==> src/rtl/neuron_seq_ctrl.sv <==
// Sequencer for one MAC+ReLU neuron: clears the accumulator, streams
// activation/weight pairs into it, waits for it to settle, then holds the result.
module neuron_seq_ctrl #(
   parameter int WIDTH   = 8,
   parameter int MAX_LEN = 16,
   parameter int CNT_W   = 5
) (
   input  logic                    clk,
   input  logic                    rst,
   input  logic                    start,
   input  logic [CNT_W-1:0]        len,
   output logic                    busy,
   input  logic signed [WIDTH-1:0] x_in,
   input  logic                    x_valid,
   output logic                    x_ready,
   output logic [CNT_W-1:0]        w_addr,
   input  logic signed [WIDTH-1:0] w_data,
   output logic                    neuron_rst,
   output logic                    neuron_en,
   output logic signed [WIDTH-1:0] neuron_W,
   output logic signed [WIDTH-1:0] neuron_X,
   input  logic signed [WIDTH-1:0] neuron_out,
   output logic [WIDTH-1:0]        res_data,
   output logic                    res_valid,
   input  logic                    res_ready
);

   typedef enum logic [2:0] {
      IDLE   = 3'd0,
      CLEAR  = 3'd1,
      ACCUM  = 3'd2,
      FLUSH  = 3'd3,
      SETTLE = 3'd4,
      DONE   = 3'd5
   } state_t;

   localparam logic [CNT_W-1:0] MAX_C = CNT_W'(MAX_LEN);
   localparam logic [CNT_W-1:0] ONE_C = CNT_W'(1);

   state_t                    state_q, state_d;
   logic [CNT_W-1:0]          cnt_q, cnt_d;
   logic [CNT_W-1:0]          len_q, len_d;
   logic signed [WIDTH-1:0]   x_q, x_d;
   logic                      en_q, en_d;
   logic                      nrst_q, nrst_d;
   logic                      busy_q, busy_d;
   logic                      rv_q, rv_d;
   logic [WIDTH-1:0]          res_q, res_d;
   logic                      hs;
   logic                      last_hs;

   // State and datapath registers; every output that has a reset value is a flop.
   always_ff @(posedge clk) begin
      if (!rst) begin
         state_q <= IDLE;
         cnt_q   <= '0;
         len_q   <= '0;
         x_q     <= '0;
         en_q    <= 1'b0;
         nrst_q  <= 1'b0;
         busy_q  <= 1'b0;
         rv_q    <= 1'b0;
         res_q   <= '0;
      end else begin
         state_q <= state_d;
         cnt_q   <= cnt_d;
         len_q   <= len_d;
         x_q     <= x_d;
         en_q    <= en_d;
         nrst_q  <= nrst_d;
         busy_q  <= busy_d;
         rv_q    <= rv_d;
         res_q   <= res_d;
      end
   end

   assign x_ready = (state_q == ACCUM) && (cnt_q < len_q);
   assign hs      = x_ready && x_valid;
   assign last_hs = hs && ((cnt_q + ONE_C) == len_q);

   always_comb begin
      state_d = state_q;
      unique case (state_q)
         IDLE:    if (start) state_d = CLEAR;
         CLEAR:   state_d = (len_q != '0) ? ACCUM : SETTLE;
         ACCUM:   if (last_hs) state_d = FLUSH;
         FLUSH:   state_d = SETTLE;
         SETTLE:  state_d = DONE;
         DONE:    if (res_ready) state_d = IDLE;
         default: state_d = IDLE;
      endcase
   end

   // Registered outputs are derived from the next state so they line up with it.
   always_comb begin
      cnt_d  = cnt_q;
      len_d  = len_q;
      x_d    = x_q;
      en_d   = hs;
      res_d  = res_q;
      if (state_q == IDLE && start) begin
         cnt_d = '0;
         len_d = (len > MAX_C) ? MAX_C : len;
      end
      if (hs) begin
         cnt_d = cnt_q + ONE_C;
         x_d   = x_in;
      end
      if (state_q == SETTLE) res_d = neuron_out;
      nrst_d = (state_d != CLEAR);
      busy_d = (state_d != IDLE);
      rv_d   = (state_d == DONE);
   end

   // The pair handshaken in cycle N meets its weight (1-cycle memory) in cycle N+1.
   assign w_addr     = cnt_q;
   assign neuron_en  = en_q;
   assign neuron_X   = x_q;
   assign neuron_W   = w_data;
   assign neuron_rst = nrst_q;
   assign busy       = busy_q;
   assign res_valid  = rv_q;
   assign res_data   = res_q;

endmodule
==> config.mk <==
export PLATFORM = sky130hd
export DESIGN_NAME = neuron_seq_ctrl
export DESIGN_NICKNAME = d
export VERILOG_FILES = /design/src/rtl/neuron_seq_ctrl.sv
export SDC_FILE = /design/constraint.sdc
export NUM_CORES = 1
export LEC_CHECK = 0
export CAP_MARGIN = 20
export CORE_MARGIN = 3
export CORE_UTILIZATION = 40
export CTS_BUF_LIST = sky130_fd_sc_hd__clkbuf_2
export CTS_CLUSTER_DIAMETER = 80
export DETAILED_ROUTE_END_ITERATION = 7
export GPL_TIMING_DRIVEN = 0
export PLACE_DENSITY = 0.76
export SYNTH_ARGS = -nofsm -noshare
export SYNTH_HDL_FRONTEND = slang
export SYNTH_SLANG_ARGS = --single-unit
==> constraint.sdc <==
create_clock -name clk -period 2.6 [get_ports clk]
set_input_delay 0.26 -clock clk [delete_from_list [all_inputs] [get_ports clk]]
set_output_delay 0.26 -clock clk [all_outputs]
set_load 0.02 [all_outputs]
==> metrics <==
met3 usage 0.06667; PortBufs 59; unrepaired setup endpoints after global routing no; via density per instance 4.926; Max Cap Viol 0; die width 69.20 um; Slew @ Worst Pin 467.5 ps; Hold Path Origin neuron_out[3]; hold_ws 382.0 ps; GRT Overall Usage 0.1588; pwr dens 505.3 nW/um^2; met1 Usage GRT 0.1885; cells on worst reg2reg path 7; register area 661.9 um^2; Post-Synthesis Cells 183; GRT busiest layer met2; post-CTS setup buffer count 0; achievable frequency 419.6 MHz; TritonCTS clock tree done; Synth Warn # 0; async set-reset flop share out of synthesis 0; final setup fails 0; largest stage delay on the critical path 440 ps; Reg-to-Reg End w_addr[3]; CTS Buf Count 5; status finished, final reports clean; Total Power 1.172 mW; CTS HTree Levels 2; flops & latches, synth 33; critical path buffer and inverter count 2; fin crit period 2384 ps; sequential area share after synthesis 0.4135; latest clock arrival within the worst-skew pair 390 ps; Global Route met2 Usage 0.2521; Crit path arrival time 2120 ps; initial core utilization 0.4268; area of the die 4789 um^2; Hold Path Sink res_data[3]; WL per Instance 12.26 um; most frequent cell after synthesis dfxtp_1; HP Class in -> reg; area of the multi-input gates 807.0 um^2; Longest Clk Path Bufs 2; clock slew at reported path FFs 200 ps; crit end category output port; final setup skew 17.50 ps; Critical Path, Cell by Cell inv_1 > ha_1 > and2b_2 > o2111ai_4 > and3_2 > dlygate4sd2_1; vias in the first global route 1402; Remaining Overflow, GRT 0; slowest CP cell dfxtp_1; total negative slack 0 ps; largest net degree at the start of global routing 13; Die Ht 69.20 um; DRT antenna net count 0; Netlist Area Pre-Place 1598 um^2; RD Place Congestion 0.8458; critical path class reg -> out; Cell Rows 22; Clk Tree Root Cell clkbuf_2; Finished Cell Area 2320 um^2; fin. max-slew vios 0; synth top area cells dfxtp_1 41%, mux2i_1 6.3%, nand2_1 6.1%; hold buffers post-CTS 0; first drt pass iteration count 4; Synth Flop Type dfxtp_1; maximum vdd drop 0.0003471 V; Synth top cells by count 33 x dfxtp_1, 26 x nand2_1, 17 x a21oi_1; average size of a mapped cell 8.731 um^2; CP delay by family, top simple AND/OR/NAND/NOR gates; EDFF count, synth 0; Clock Sinks 33; Area Overhead vs Synth 45.18%; core region area 3744 um^2; initial antenna violation count 0; DP Wirelength 2712 um; post-synth net total 223; fin crit share 0.9167; Worst EP required 2340 ps; NumNets Final 289; Placed Area 2248 um^2; n_diodes 0; Leakage 0.9367 nW; crit-path max FO 4; leading area contributor after synthesis dfxtp_1; Slew headroom 0.6884; via count 1468; Startpoint Class flop; first-pass GRT wire length 6203 um; hold path depth 3; io pins 68; layout cells sized above 1 0.1040; R2R setup slack 520 ps; Yosys cell types 42; RR Startpoint len_q[1]; filler instances 358; top cell type's share of synthesized area 0.4135; initial DRC count 58; DRC 0; Fin. Hold Viols 0; Routed WL 3654 um
[worst max-delay path by stage]
stage / start / slack, ps / end / cells after the start
3_5_place_dp: w_addr[3] / 360 / x_ready / 5
2_1_floorplan: w_addr[1] / 620 / w_addr[3] / 6
4_1_cts: len_q[1] / 190 / x_ready / 6
3_3_place_gp: w_addr[3] / 390 / x_ready / 5
5_1_grt: len_q[1] / 70 / x_ready / 6
6_report: len_q[1] / 220 / x_ready / 6
[where the power goes]
group,switching [mW],leakage (nW),internal (mW),total [mW]
logic,0.129,0.629,0.135,0.264
registers,0.0194,0.268,0.534,0.554
clock network,0.190,0.0392,0.164,0.354
total,0.339,0.937,0.833,1.17
[sequential cells by signal, indices dropped and copies added (netlist names)]
register    count
neuron_X        8
busy            1
res_data        8
len_q           5
neuron_rst      1
res_valid       1
neuron_en       1
state_q         3
w_addr          5
[per-layer routing]
metal	part of all wire	routed length, um
met5	0	0
met4	0.011	41
met3	0.096	350
met2	0.46	1680
met1	0.43	1581
[through the flow]
stage / instances / worst slack (ps) / util
final: 298 / 216.5 / 0.6197
after global routing: 298 / 73.54 / 0.6197
after CTS: 298 / 188.0 / 0.6197
after detailed placement: 290 / 359.6 / 0.6006
after global placement: 290 / 392.9 / 0.6006
after floorplan: 183 / 624.6 / -
[cell type report]
type,count,share of cell area
Clock inverter,3,0.01996
Multi-Input combinational cell,126,0.3479
Sequential cell,33,0.2853
Buffer,17,0.04477
Inverter,7,0.01133
Tap cell,48,0.02589
Timing Repair Buffer,59,0.2540
Clock buffer,5,0.01079
[logic make-up (layout without fill, tap and decap cells)]
kind of cell             after synthesis  in the layout  synth area share
adder cells (fa/ha/maj)                6              6           0.04698
flip-flops                            33             33            0.4135
multiplexers                          10             10           0.06265
XOR/XNOR                               5              5           0.02741
AO/OA/AOI/OAI                         30             30            0.1222
AND/OR/NAND/NOR                       75             75            0.2459
buffers and inverters                 24             91           0.08144
[cell usage in the layout, fill, tap and decap left out, drive strengths merged, types with 3 or more instances in the layout]
cell / count
a21oi: 17
o21ai: 3
clkbuf: 12
inv: 7
nand2: 26
clkdlybuf4s50: 58
buf: 10
nor2: 16
mux2i: 10
nor3b: 4
nand3: 9
ha: 6
xor2: 3
nor4: 3
dfxtp: 33
[worst reg2reg max path, stage by stage (launching register included)]
cell       delay, ps
dfxtp_1          440
inv_1             60
ha_1             260
and2b_2          210
o2111ai_4        210
nand4_4          230
or4_1            520
o221ai_1          90
[repair_timing]
item                                   CTS  global route
setup endpoints to repair                1             0
endpoints found under the hold margin    0             0
gates resized for setup                  2             0
No activity file was read; power rests on OpenSTA's default activity.
